`src/rtl/frame_buffer_page_scheduler.sv`:
```
// Triple-buffer page scheduler: rotates three frame pages between the camera
// writer, the HDMI reader and a "ready" slot, and drives per-path base addresses.
module frame_buffer_page_scheduler #(
  parameter int ADDR_WIDTH = 32,
  parameter int CNT_WIDTH  = 16
) (
  input  logic                  clk_i,
  input  logic                  resetn_i,
  input  logic                  enable_i,
  input  logic [15:0]           resolution_width_i,
  input  logic [15:0]           resolution_depth_i,
  input  logic                  wr_frame_done_i,
  input  logic                  rd_frame_start_i,
  output logic [1:0]            wr_page_o,
  output logic [1:0]            rd_page_o,
  output logic [ADDR_WIDTH-1:0] wr_base_addr_o,
  output logic [ADDR_WIDTH-1:0] rd_base_addr_o,
  output logic                  rd_valid_o,
  output logic [CNT_WIDTH-1:0]  drop_cnt_o,
  output logic [CNT_WIDTH-1:0]  repeat_cnt_o
);

  typedef enum logic [1:0] {IDLE, LATCH, FILL, RUN} state_t;

  state_t                state, state_next;
  logic [1:0]            rdy_page;
  logic                  rdy_valid;
  logic [ADDR_WIDTH-1:0] base1, base2;

  logic [1:0]            wr_page_next, rd_page_next, rdy_page_next;
  logic                  rdy_valid_next, rd_valid_next;
  logic                  drop_inc, repeat_inc;
  logic [ADDR_WIDTH-1:0] base1_next, base2_next;
  logic [ADDR_WIDTH-1:0] wr_base_next, rd_base_next;

  logic [31:0]            pixel_product;
  logic [ADDR_WIDTH+31:0] product_wide;
  logic [ADDR_WIDTH-1:0]  frame_size;

  // Zero-extend before truncating so any ADDR_WIDTH (above or below 32) works.
  assign pixel_product = {16'd0, resolution_width_i} * {16'd0, resolution_depth_i};
  assign product_wide  = {{ADDR_WIDTH{1'b0}}, pixel_product};
  assign frame_size    = product_wide[ADDR_WIDTH-1:0];

  function automatic logic [ADDR_WIDTH-1:0] page_base(
    input logic [1:0]            page,
    input logic [ADDR_WIDTH-1:0] b1,
    input logic [ADDR_WIDTH-1:0] b2
  );
    case (page)
      2'd1:    page_base = b1;
      2'd2:    page_base = b2;
      default: page_base = '0;
    endcase
  endfunction

  always_comb begin
    state_next     = state;
    wr_page_next   = wr_page_o;
    rd_page_next   = rd_page_o;
    rdy_page_next  = rdy_page;
    rdy_valid_next = rdy_valid;
    rd_valid_next  = rd_valid_o;
    drop_inc       = 1'b0;
    repeat_inc     = 1'b0;
    base1_next     = base1;
    base2_next     = base2;

    unique case (state)
      IDLE: begin
        state_next = LATCH;
      end
      LATCH: begin
        base1_next = frame_size;
        base2_next = {frame_size[ADDR_WIDTH-2:0], 1'b0};
        state_next = FILL;
      end
      FILL: begin
        if (wr_frame_done_i) begin
          wr_page_next   = rdy_page;
          rdy_page_next  = wr_page_o;
          rdy_valid_next = 1'b1;
          state_next     = RUN;
        end
      end
      RUN: begin
        unique case ({wr_frame_done_i, rd_frame_start_i})
          2'b10: begin
            wr_page_next   = rdy_page;
            rdy_page_next  = wr_page_o;
            drop_inc       = rdy_valid;
            rdy_valid_next = 1'b1;
          end
          2'b01: begin
            if (rdy_valid) begin
              rd_page_next   = rdy_page;
              rdy_page_next  = rd_page_o;
              rdy_valid_next = 1'b0;
              rd_valid_next  = 1'b1;
            end else begin
              repeat_inc = 1'b1;
            end
          end
          2'b11: begin
            // The frame just finished goes straight to the reader.
            wr_page_next   = rdy_page;
            rd_page_next   = wr_page_o;
            rdy_page_next  = rd_page_o;
            rdy_valid_next = 1'b0;
            rd_valid_next  = 1'b1;
            drop_inc       = rdy_valid;
          end
          default: ;
        endcase
      end
      default: state_next = IDLE;
    endcase

    if (!enable_i || state == IDLE) begin
      wr_page_next   = 2'd0;
      rdy_page_next  = 2'd1;
      rd_page_next   = 2'd2;
      rdy_valid_next = 1'b0;
      rd_valid_next  = 1'b0;
      drop_inc       = 1'b0;
      repeat_inc     = 1'b0;
    end
    if (!enable_i) begin
      state_next = IDLE;
    end

    if (state_next == FILL || state_next == RUN) begin
      wr_base_next = page_base(wr_page_next, base1_next, base2_next);
      rd_base_next = page_base(rd_page_next, base1_next, base2_next);
    end else begin
      wr_base_next = '0;
      rd_base_next = '0;
    end
  end

  always_ff @(posedge clk_i or negedge resetn_i) begin
    if (!resetn_i) begin
      state          <= IDLE;
      wr_page_o      <= 2'd0;
      rd_page_o      <= 2'd2;
      rdy_page       <= 2'd1;
      rdy_valid      <= 1'b0;
      rd_valid_o     <= 1'b0;
      base1          <= '0;
      base2          <= '0;
      wr_base_addr_o <= '0;
      rd_base_addr_o <= '0;
      drop_cnt_o     <= '0;
      repeat_cnt_o   <= '0;
    end else begin
      state          <= state_next;
      wr_page_o      <= wr_page_next;
      rd_page_o      <= rd_page_next;
      rdy_page       <= rdy_page_next;
      rdy_valid      <= rdy_valid_next;
      rd_valid_o     <= rd_valid_next;
      base1          <= base1_next;
      base2          <= base2_next;
      wr_base_addr_o <= wr_base_next;
      rd_base_addr_o <= rd_base_next;
      if (drop_inc && drop_cnt_o != {CNT_WIDTH{1'b1}}) begin
        drop_cnt_o <= drop_cnt_o + 1'b1;
      end
      if (repeat_inc && repeat_cnt_o != {CNT_WIDTH{1'b1}}) begin
        repeat_cnt_o <= repeat_cnt_o + 1'b1;
      end
    end
  end

endmodule

```
`config.mk`:
```
export PLATFORM = sky130hd
export DESIGN_NAME = frame_buffer_page_scheduler
export DESIGN_NICKNAME = d
export VERILOG_FILES = /design/src/rtl/frame_buffer_page_scheduler.sv
export SDC_FILE = /design/constraint.sdc
export NUM_CORES = 1
export LEC_CHECK = 0
export ABC_AREA = 1
export CAP_MARGIN = 20
export CORE_ASPECT_RATIO = 1.4
export CORE_MARGIN = 5
export CORE_UTILIZATION = 45
export CTS_CLUSTER_DIAMETER = 100
export CTS_CLUSTER_SIZE = 30
export DETAILED_ROUTE_END_ITERATION = 6
export HOLD_SLACK_MARGIN = 0.03
export PLACE_DENSITY = 0.69
export SLEW_MARGIN = 20
export SYNTH_ARGS = -nofsm -noshare
export SYNTH_HDL_FRONTEND = slang
export SYNTH_SLANG_ARGS = --single-unit
```
`constraint.sdc`:
```
create_clock -name clk_i -period 2.2 [get_ports clk_i]
set_input_delay 0.66 -clock clk_i [delete_from_list [all_inputs] [get_ports clk_i]]
set_output_delay 0.66 -clock clk_i [all_outputs]
set_load 0.005 [all_outputs]
```
==> flow_metrics.tcl <==
set metrics [dict create \
    run_status "complete, but fails checks" \
    violated_checks "setup timing" \
    clock_insertion_delay_at_the_later_pin_of_the_skew_report_ns 0.42 \
    worstMarginPinSlew_ns 0.5189 \
    met3_usage_pct 3.931 \
    place.gp.congestion 0.8940 \
    placementRows 82 \
    dp.cells 2817 \
    fp.dieArea_sq_um 40220 \
    finish.net_count 2813 \
    drt_iter0_markers 805 \
    max_slew_margin_pct 65.36 \
    globalRoute.totalOverflow 0 \
    finalWorstSetupSlack_ns -3.300 \
    ys_ff_latch 170 \
    synth_nets 2465 \
    avgViaCountPerCell 5.043 \
    initial_core_utilization_pct 45.57 \
    boundaryPins 138 \
    worst_path_max_delay_cell "fa_2" \
    synth_top_cells_by_area "dfrtp_1 26%, fa_1 24%, nand2_1 17%, inv_1 11%, ha_1 8.4%" \
    synth_area_per_cell_sq_um 7.682 \
    drt-total-wl_um 48840 \
    maxSlewViolCount 0 \
    clkSinkCount 170 \
    fraction_of_final_layout_cells_with_drive_strength_greater_than_1_pct 36.62 \
    grt_util_all_layers_pct 23.95 \
    clock_tree_from_tritoncts "yes" \
    drt-wirelength-per-cell_um 16.57 \
    syn-instance-count 2124 \
    floorplan.core_area_sq_um 35810 \
    synth-edff-count 0 \
    post-dp-hpwl_um 34730 \
    worst-setup-path-type "in -> reg" \
    floorplan.die.width_um 170.9 \
    grt.met1_usage_pct 27.19 \
    final.setup_skew_ns 0.006389 \
    number_of_search_and_repair_iterations_in_the_first_detailed_routing_pass 6 \
    area_delta_synth_final_pct 44.34 \
    drcViolationCount 0 \
    vertical_die_dimension_um 235.3 \
    globalRoute.busiestLayer "met2" \
    via_count 14860 \
    maximum_number_of_pins_on_one_net_before_global_route_repair 52 \
    unrepaired_setup_endpoints_after_global_routing "true" \
    cp_data_required_time_ns 2.54 \
    finish.cell_count_without_fillers 2947 \
    max_freq_ghz 0.1818 \
    synth.top_cell.area_share_pct 25.77 \
    cts-htree-levels 4 \
    grt_pass1_wl_um 78050 \
    numPortBuffers 137 \
    synth_sequential_area_ratio_pct 26.09 \
    final_hold_viol_count 0 \
    yosys-top-cells-count "733 x nand2_1, 489 x inv_1, 194 x fa_1" \
    synthDistinctLibCells 38 \
    cts-root-buf "clkbuf_16" \
    setup.worst_path.start_class "primary input" \
    yosysMostFrequentCell "nand2_1" \
    synthFlopType "dfrtp_1" \
    maximum_buffer_depth_of_the_clock_tree 2 \
    route.antenna.remaining_nets 0 \
    yosys_warnings 0 \
    crit_path_frequent_cell "fa_1" \
    antennaDiodeCount 0 \
    hp-class "in -> async" \
    antenna_found_initial 0 \
    slowest_delay_ns 0.60 \
    holdBufCountCts 0 \
    max_cap_violations 0 \
    synth_async_sr_flop_share_pct 100.0 \
    timing.final.setup_violations 115 \
    clk_pin_slew_worst_paths_ns 0.06 \
    cts_inserted_buffers 17 \
    first_global_vias 15970 \
    endpoint_kind "register" \
    grt_use_met2_pct 42.80 \
    period_needed_ns 5.500 \
    critical_path_peak_fanout 5 \
    critical_path_arrival_ns 5.84 \
    netlist_area_sq_um 16320 \
    synth_top_area_cell "dfrtp_1" \
    final.period_utilization_pct 250.0 \
]
[kinds of logic after synthesis]
kind of cell / Yosys count / share of synthesized area [%]
muxes: 1 / 0.06901
and+or+nand+nor: 917 / 22.63
adders and majority gates: 304 / 32.24
DFF: 170 / 26.09
AOI/OAI and AO/OA: 112 / 3.643
buffers and inverters: 586 / 13.50
xor gates and xnor gates: 34 / 1.825
[final cells by class]
class / instances / area, sq um
Clock buffer: 20 / 456.7
Clock inverter: 12 / 91.34
Fill cell: 2750 / 12260
Inverter: 492 / 1852
Multi-Input combinational cell: 1368 / 12140
Sequential cell: 170 / 4257
Tap cell: 462 / 578.1
Timing Repair Buffer: 423 / 4177
[final timing paths]
kind | startpoint | to | slack [ns] | cells past startpoint
max in group asynchronous | resetn_i | rd_base_addr_o[9]$_DFF_PN0_ | 1.48 | 2
min reg2reg | base2[7]$_DFF_PN0_ | base2[7]$_DFF_PN0_ | 0.49 | 2
max | resolution_width_i[9] | wr_base_addr_o[30]$_DFF_PN0_ | -3.30 | 25
min in group clk_i | base2[7]$_DFF_PN0_ | base2[7]$_DFF_PN0_ | 0.49 | 2
max reg2reg | state[1]$_DFF_PN0_ | rd_base_addr_o[30]$_DFF_PN0_ | 0.02 | 12
min | resetn_i | repeat_cnt_o[14]$_DFFE_PN0P_ | 0.09 | 1
[per-stage QoR]
stage          setup WS [ns]  hold slack, ns  TNS (ns)  utilization (%)  cell area (sq um)
3_3_place_gp          -4.173          0.4708   -427.31            56.25              20140
6_report              -3.300         0.09293   -318.61            65.77              23550
4_1_cts               -3.317         0.09278   -324.97            63.02              22570
3_5_place_dp          -4.185          0.4782   -429.09            56.25              20140
2_1_floorplan         -3.175          0.3644   -310.21                -              17350
5_1_grt               -3.440         0.09544   -333.40            65.77              23550
[layout by cell type, fill, tap and decap left out, types with 7 or more instances in the layout]
cell               n
nand3_4           11
a21oi_2           42
xor2_1            23
buf_8             12
dfrtp_1          168
nor2_4            19
nand3b_1           7
a21oi_4           11
buf_6             85
clkbuf_16         17
o21ai_0            7
a21oi_1           28
nand2_1          482
nor2_2            11
o21ai_4            8
ha_1              71
xnor2_1           10
clkbuf_2           8
inv_1            387
nor2_1            48
nand4_1            9
nand3_1           35
buf_4            180
clkdlybuf4s50_1  100
fa_2              23
nand3_2           21
ha_4              35
buf_12            25
fa_1             171
nand2_2          194
nand2_4           58
inv_2            103
[state kept, by name, summed over array words and instances (netlist names)]
signal          cells
base1              32
base2              32
drop_cnt_o         16
rd_base_addr_o     32
rd_page_o           2
rd_valid_o          1
rdy_page            2
rdy_valid           1
repeat_cnt_o       16
state               2
wr_base_addr_o     32
wr_page_o           2
[timing repair]
item / 4_1_cts / 5_1_grt
resized for setup: 457 / 348
gates cloned: 4 / 0
buffers inserted: 83 / 38
pin swaps: 197 / 236
setup endpoints to repair: 123 / 119
[layer usage]
metal  vias up  part of all wire [%]
met5         -                     0
met3       187                   5.1
li1       6880                     -
met1      7292                    36
met2       502                    53
met4         0                   6.5
[worst max-delay path, delay by kind of cell]
kind,cells,cell delay [ns]
AOI/OAI and AO/OA,1,0.16
buffers and inverters,7,0.62
adders and majority gates,7,3.33
and+or+nand+nor,10,1.08
Power is left out: the tool's default activity adds up to more than one toggle a clock period on the data nets, which glitch-free logic cannot reach.
